[src/rtl/counter_down_load_pkg.sv]
// Shared constants and types for the loadable down-counter.
// The count source enum names which value each count bit captures on the next edge.
package counter_down_load_pkg;

    localparam int CNT_WIDTH = 4;

    typedef enum logic [1:0] {
        SRC_HOLD   = 2'd0,
        SRC_LOAD   = 2'd1,
        SRC_DEC    = 2'd2,
        SRC_RELOAD = 2'd3
    } cnt_src_e;

endpackage

[src/rtl/counter_down_load_cnt_bit_ff.sv]
// Single storage bit with async active-low clear and a hold/load/next mux.
// Load takes priority over next; with neither strobe the bit holds.
module cnt_bit_ff (
    input  logic clk,
    input  logic reset,
    input  logic load_i,
    input  logic load_val_i,
    input  logic next_i,
    input  logic next_val_i,
    output logic q_o
);

    logic q_q, q_d;

    always_comb begin
        q_d = q_q;
        if (load_i)
            q_d = load_val_i;
        else if (next_i)
            q_d = next_val_i;
    end

    always_ff @(posedge clk or negedge reset) begin
        if (!reset)
            q_q <= 1'b0;
        else
            q_q <= q_d;
    end

    assign q_o = q_q;

endmodule

[src/rtl/counter_down_load.sv]
// Loadable down-counter / interval timer with terminal count, done and underflow pulses.
// Optional auto-reload turns it into a periodic tick source of period reload+1.
module counter_down_load
    import counter_down_load_pkg::*;
#(
    parameter int WIDTH = CNT_WIDTH
) (
    input  logic             clk,
    input  logic             reset,
    input  logic             load_i,
    input  logic [WIDTH-1:0] d_i,
    input  logic             en_i,
    input  logic             auto_i,
    output logic [WIDTH-1:0] cqo,
    output logic             tc_o,
    output logic             done_o,
    output logic             uf_o
);

    cnt_src_e         src_d;
    logic [WIDTH-1:0] cnt_q, rel_q, cnt_nxt;
    logic             cnt_ld, cnt_nx;
    logic             is_zero, is_one;
    logic             done_q, done_d, uf_q, uf_d;

    assign is_zero = (cnt_q == '0);
    assign is_one  = (cnt_q == WIDTH'(1));

    // At zero without auto-reload the count holds rather than wrapping.
    always_comb begin
        src_d   = SRC_HOLD;
        done_d  = 1'b0;
        uf_d    = 1'b0;
        if (load_i) begin
            src_d = SRC_LOAD;
        end else if (en_i) begin
            if (is_zero) begin
                uf_d = 1'b1;
                if (auto_i)
                    src_d = SRC_RELOAD;
            end else begin
                src_d  = SRC_DEC;
                done_d = is_one;
            end
        end
    end

    always_comb begin
        cnt_nxt = cnt_q - WIDTH'(1);
        if (src_d == SRC_RELOAD)
            cnt_nxt = rel_q;
    end

    assign cnt_ld = (src_d == SRC_LOAD);
    assign cnt_nx = (src_d == SRC_DEC) || (src_d == SRC_RELOAD);

    for (genvar i = 0; i < WIDTH; i++) begin : g_bit
        cnt_bit_ff u_cnt (
            .clk       (clk),
            .reset     (reset),
            .load_i    (cnt_ld),
            .load_val_i(d_i[i]),
            .next_i    (cnt_nx),
            .next_val_i(cnt_nxt[i]),
            .q_o       (cnt_q[i])
        );

        cnt_bit_ff u_rel (
            .clk       (clk),
            .reset     (reset),
            .load_i    (load_i),
            .load_val_i(d_i[i]),
            .next_i    (1'b0),
            .next_val_i(1'b0),
            .q_o       (rel_q[i])
        );
    end

    always_ff @(posedge clk or negedge reset) begin
        if (!reset) begin
            done_q <= 1'b0;
            uf_q   <= 1'b0;
        end else begin
            done_q <= done_d;
            uf_q   <= uf_d;
        end
    end

    assign cqo    = cnt_q;
    assign tc_o   = is_zero;
    assign done_o = done_q;
    assign uf_o   = uf_q;

endmodule

[config.mk]
export PLATFORM = sky130hd
export DESIGN_NAME = counter_down_load
export DESIGN_NICKNAME = d
export VERILOG_FILES = /design/src/rtl/counter_down_load_pkg.sv /design/src/rtl/counter_down_load_cnt_bit_ff.sv /design/src/rtl/counter_down_load.sv
export SDC_FILE = /design/constraint.sdc
export NUM_CORES = 1
export LEC_CHECK = 0
export ABC_AREA = 1
export CORE_UTILIZATION = 55
export CTS_CLUSTER_SIZE = 20
export DETAILED_ROUTE_END_ITERATION = 6
export DONT_BUFFER_PORTS = 1
export GPL_ROUTABILITY_DRIVEN = 1
export PLACE_DENSITY = 0.77
export SYNTH_ARGS = -nofsm -noshare
export SYNTH_HDL_FRONTEND = slang
export SYNTH_HIERARCHICAL = 1
export SYNTH_SLANG_ARGS = --single-unit
[constraint.sdc]
create_clock -name clk -period 1.45 [get_ports clk]
set_input_delay 0.2175 -clock clk [delete_from_list [all_inputs] [get_ports clk]]
set_output_delay 0.2175 -clock clk [all_outputs]
set_load 0.03 [all_outputs]
# == After elaboration in Yosys (flattened, before gate mapping) ==
# Cells that the tools add are included.
# totals
output_inout_bits,7
regBits,10
# classes
n_mux,19
n_reduce_logical,3
addsub,1
eq_ne,4
# op_table
cell,count
$mux 1,14
$mux 2,4
$eq 2x2->1 const B,2
$eq 4x1->1 const B,1
$logic_not 4->1,1
$mux 4,1
$sub 4x1->4 const B,1
$eq 2x1->1 const B,1
$reduce_bool 2->1,1
$logic_or 1x1->1,1

# == Longest topological paths before layout ==
# depth
word_depth,8
mapped_depth,11
mapped_depth_nobuf,11

# == Hierarchy ==
# The synthesis kept the hierarchy.
# modules_own_cells
mod,area_each_um2,seq_area_each_um2,cells_per_inst,n_inst
cnt_bit_ff,60.1,25.0,10,8
counter_down_load,261.5,50.0,44,1

# == Worst setup path after synthesis ==
# Ideal clock, no wire load.
# synth_path
path_type,register -> register
start,register g_bit[0].u_cnt.q_q
end,register g_bit[0].u_cnt.q_q
required_time_ns,1.385
path_slack_ns,-0.167
n_path_buf,0
t_arrival_ns,1.551
setup_time_ns,0.065
synth_period_minus_slack_ns,1.617
path_stages_with_launch,11
cell_sequence,dfrtp_1 > inv_1 > ha_1 > nand2_2 > nor2_4 > nand4_1 > nand2_1 > inv_1 > nand2_1 > nand3_1 > nand2_1
# synth_via
elab_chain_cells,8
# synth_lines
item,line,source
"start, declared",counter_down_load_cnt_bit_ff.sv:13,"logic q_q, q_d;"
"start signal, assigned",counter_down_load_cnt_bit_ff.sv:27,q_q <= q_d;
$logic_not 4->1,counter_down_load.sv:26,assign is_zero = (cnt_q == '0);
via tc_o,counter_down_load.sv:15,"output logic tc_o,"
$mux 2,counter_down_load.sv:37,if (is_zero) begin
$mux 2,counter_down_load.sv:36,end else if (en_i) begin
$mux 2,counter_down_load.sv:34,if (load_i) begin
$eq 2x2->1,counter_down_load.sv:50,if (src_d == SRC_RELOAD)
$mux 4,counter_down_load.sv:50,
via cnt_nxt[0],counter_down_load.sv:21,"logic [WIDTH-1:0] cnt_q, rel_q, cnt_nxt;"
$mux 1,counter_down_load_cnt_bit_ff.sv:19,else if (next_i)
$mux 1,counter_down_load_cnt_bit_ff.sv:17,if (load_i)
# The timed path passes the listed nets, and every way through them passes these cells. The select of a mux whose other input is x is not followed.
# A chain may end at the register's enable or synchronous reset.

# == Final worst setup path ==
# layout_path
start,register g_bit[0].u_cnt.q_q
end,output tc_o
# layout_via
elab_chain_cells,1
# layout_lines
item,line
$logic_not 4->1,counter_down_load.sv:26
"end, declared",counter_down_load.sv:15
# Every way passes these cells.

==> results by group <==
Finish
  • Commonest cells after routing, fill and taps aside: nand2_1 (47), inv_1 (37), conb_1 (12), nand3_1 (10), dfrtp_1 (8)
  • Synthesis-to-layout area growth: 26.81%
  • Number of diodes: 0
  • Fin nets: 160
  • Most common cell after layout, fill and taps aside: nand2_1
  • Share of cells above drive strength 1: 0.1554
  • # fillers: 96

Yosys
  • Post-synth cell types: 13
  • Mapped Cells: 124
  • YS warnings: 6
  • Synthesized area: about 740 sq um
  • Seq/Total Area, Yosys: 0.3373
  • Mapped Avg Cell Area: approximately 6 sq um
  • Yosys reg bits: 10

Clocking
  • Num Clock Sinks: 10
  • CTS tree: built
  • Clock Pin Slew Worst Setup and Hold Paths: 0.07 ns
  • CTS Buf Count: 3
  • CTS H-tree depth: 1
  • Skew-Pair Late Insertion Delay: around 0.28 ns
  • Clock Root Buffer: clkbuf_4
  • Maximum clock path buffer count: 2

Timing
  • Clock Skew: 0.008885 ns
  • Final WS setup: between 0.01 and 0.015 ns
  • RSZ-0062 raised after global routing: yes
  • Fin. max-slew vios: 0
  • Tmin final: around 1.4 ns
  • F_max: slightly below 700 MHz
  • Setup TNS: 0 ns
  • Final period util: 0.9920
  • Final setup fails: 0
  • Final hold violation count: 0

Worst setup path
  • Max incr delay on CP: 0.42 ns
  • Origin of the worst setup path: g_bit[0].u_cnt/q_o
  • Element type at the critical path end: output pin
  • Max FO, Critical Path: 4
  • Reg2reg end: g_bit[2].u_cnt/q_o
  • R2R Setup Slk: 0.09 ns
  • Setup CP Type: flop to output pin
  • CP arrival: ~1.2 ns
  • Startpoint type of the worst setup path: flop
  • R2R Path Start: g_bit[0].u_cnt/q_o
  • Crit path capture: tc_o
  • FF-to-FF path depth: 11
  • CP required: 1.23 ns
  • Critical path, cell by cell: inv_4, ha_4, nand2_4, nor2_4, buf_6
  • Slowest cell on crit path: dfrtp_2

Global route
  • Initial antenna violation count: 0
  • Overflow after GRT: 0
  • Global-route wire length before repair: 2.442 mm
  • Vias in the first global route: 623
  • Overall Global Routing Usage: 0.2482
  • Largest net degree at the start of global routing: 18

Power and ir drop
  • Pwr/cell area: 897.5 nW/um^2
  • P_leak: roughly 0.57 nW
  • Max VDD drop: between 0.7 and 0.8 mV
  • Final Total Pwr: 844.4 uW

Run
  • Max Cap Viol: 0

Drt
  • # DRC: 0
  • Detail Route met2 WL: between 700 and 800 microns
  • Routed Antenna Nets: 0
  • DR top layer: met4
  • Drt first-iter violations: 9
  • Routed WL: 1.487 mm
  • Met3 wire len: 71 microns
  • Number of detailed-route iterations in the first pass: 4
  • Routed via count: 728
  • Wire per inst: approximately 9.2 microns
  • Met1 WL: ~640 microns
  • Via density: between 4 and 5

Floorplanning
  • Starting Density: 0.6255
  • Die H: between 30 and 40 microns
  • Die width: 38.73 microns
  • Die area: 1500 sq um
  • Top-level I/O count: 16
  • Core area: between 1000 and 1500 sq um
  • Cell row count: 12

Place
  • I/O Buffers: 0
  • Routability Congestion: 0.7883
  • Place WS: 0.1064 ns
  • DP Wirelength: 1.120 mm

Min path
  • Worst Hold Class: input pin to flop
  • Worst Min Path Start: load_i

Outcome
  • Status: finished, final reports clean
[sequential cells by signal (all words and copies together), names as in the netlist]
name             count
g_bit.u_rel/q_o      4
done_o               1
uf_o                 1
g_bit.u_cnt/q_o      4
[per-layer routing]
metal,vias to the layer above,track usage
met3,4,0.08671
met5,-,0
met4,0,0.1293
met2,19,0.4125
met1,311,0.2740
li1,394,-
[cells by family (layout without fill, tap and decap cells)]
logic type,after synthesis,in the layout,synth area share
flops,10,10,0.3373
buf+inv,41,54,0.2074
simple gates,69,69,0.4098
other cells,1,12,0.005054
fa+ha+maj,2,2,0.03372
compound gates,1,1,0.006739
[synthesized netlist by cell type]
| cell | number | area, sq um |
|---|---|---|
| nand2_1 | 47 | 176.4 |
| inv_1 | 40 | 150.1 |
| dfrtp_1 | 10 | 250.2 |
| nand3_1 | 10 | 50.05 |
| nand4_1 | 5 | 31.28 |
| nor2_1 | 3 | 11.26 |
| ha_1 | 2 | 25.02 |
| nor2_4 | 2 | 22.52 |
| clkbuf_1 | 1 | 3.750 |
| conb_1 | 1 | 3.750 |
| nand2_2 | 1 | 6.260 |
| nor2_2 | 1 | 6.260 |
| o21ai_0 | 1 | 5.000 |
[report_power, final]
| group | total [mW] | switching, mW | leakage [nW] | internal (mW) |
|---|---|---|---|---|
| clock | 0.258 | 0.105 | 0.0210 | 0.153 |
| sequential | 0.328 | 0.0240 | 0.121 | 0.304 |
| combinational | 0.258 | 0.154 | 0.426 | 0.105 |
| total | 0.844 | 0.283 | 0.568 | 0.561 |
[stage by stage]
stage | hold WS, ns | utilization | cells | cell area, sq um
6_report | 0.04698 | 0.7932 | 162 | 940.9
5_1_grt | 0.05450 | 0.7932 | 162 | 940.9
4_1_cts | 0.04074 | 0.7753 | 160 | 919.6
3_5_place_dp | -0.07786 | 0.7268 | 154 | 862.1
3_3_place_gp | -0.07788 | 0.7268 | 154 | 862.1
2_1_floorplan | -0.07809 | - | 135 | 803.3
[layout make-up]
type	instances	area (sq um)	share of cell area
clock buffer	4	36.28	0.03856
inverter	40	152.6	0.1622
multi-input combinational	84	396.6	0.4215
sequential	10	252.7	0.2686
tap	14	17.52	0.01862
timing repair buffer	10	85.08	0.09043
[how the worst min path moves through the flow]
stage	endpoint	slack, ns	depth (start not counted)
floorplan	done_o	-0.08	0
global placement	g_bit[2].u_rel/q_o	-0.08	0
detailed placement	g_bit[2].u_rel/q_o	-0.08	0
CTS	g_bit[3].u_cnt/q_o	0.04	2
global route	g_bit[3].u_cnt/q_o	0.05	2
finish	g_bit[3].u_cnt/q_o	0.05	2
[critical path: cells and delay by family (launching register included)]
kind                       cells  cell delay (ns)
DFF                            1             0.42
and+or+nand+nor                2             0.16
buffers and inverters          2             0.22
adders and majority gates      1             0.15
[repair_timing]
| item | 4_1_cts | 5_1_grt |
|---|---|---|
| endpoints found under the setup margin | 1 | 5 |
| setup buffers | 1 | 2 |
| resized for setup | 1 | 4 |
| hold buffers | 1 | 0 |
| pin swaps | 1 | 0 |
| endpoints found under the hold margin | 10 | 0 |
No activity file was read; power rests on OpenSTA's default activity.
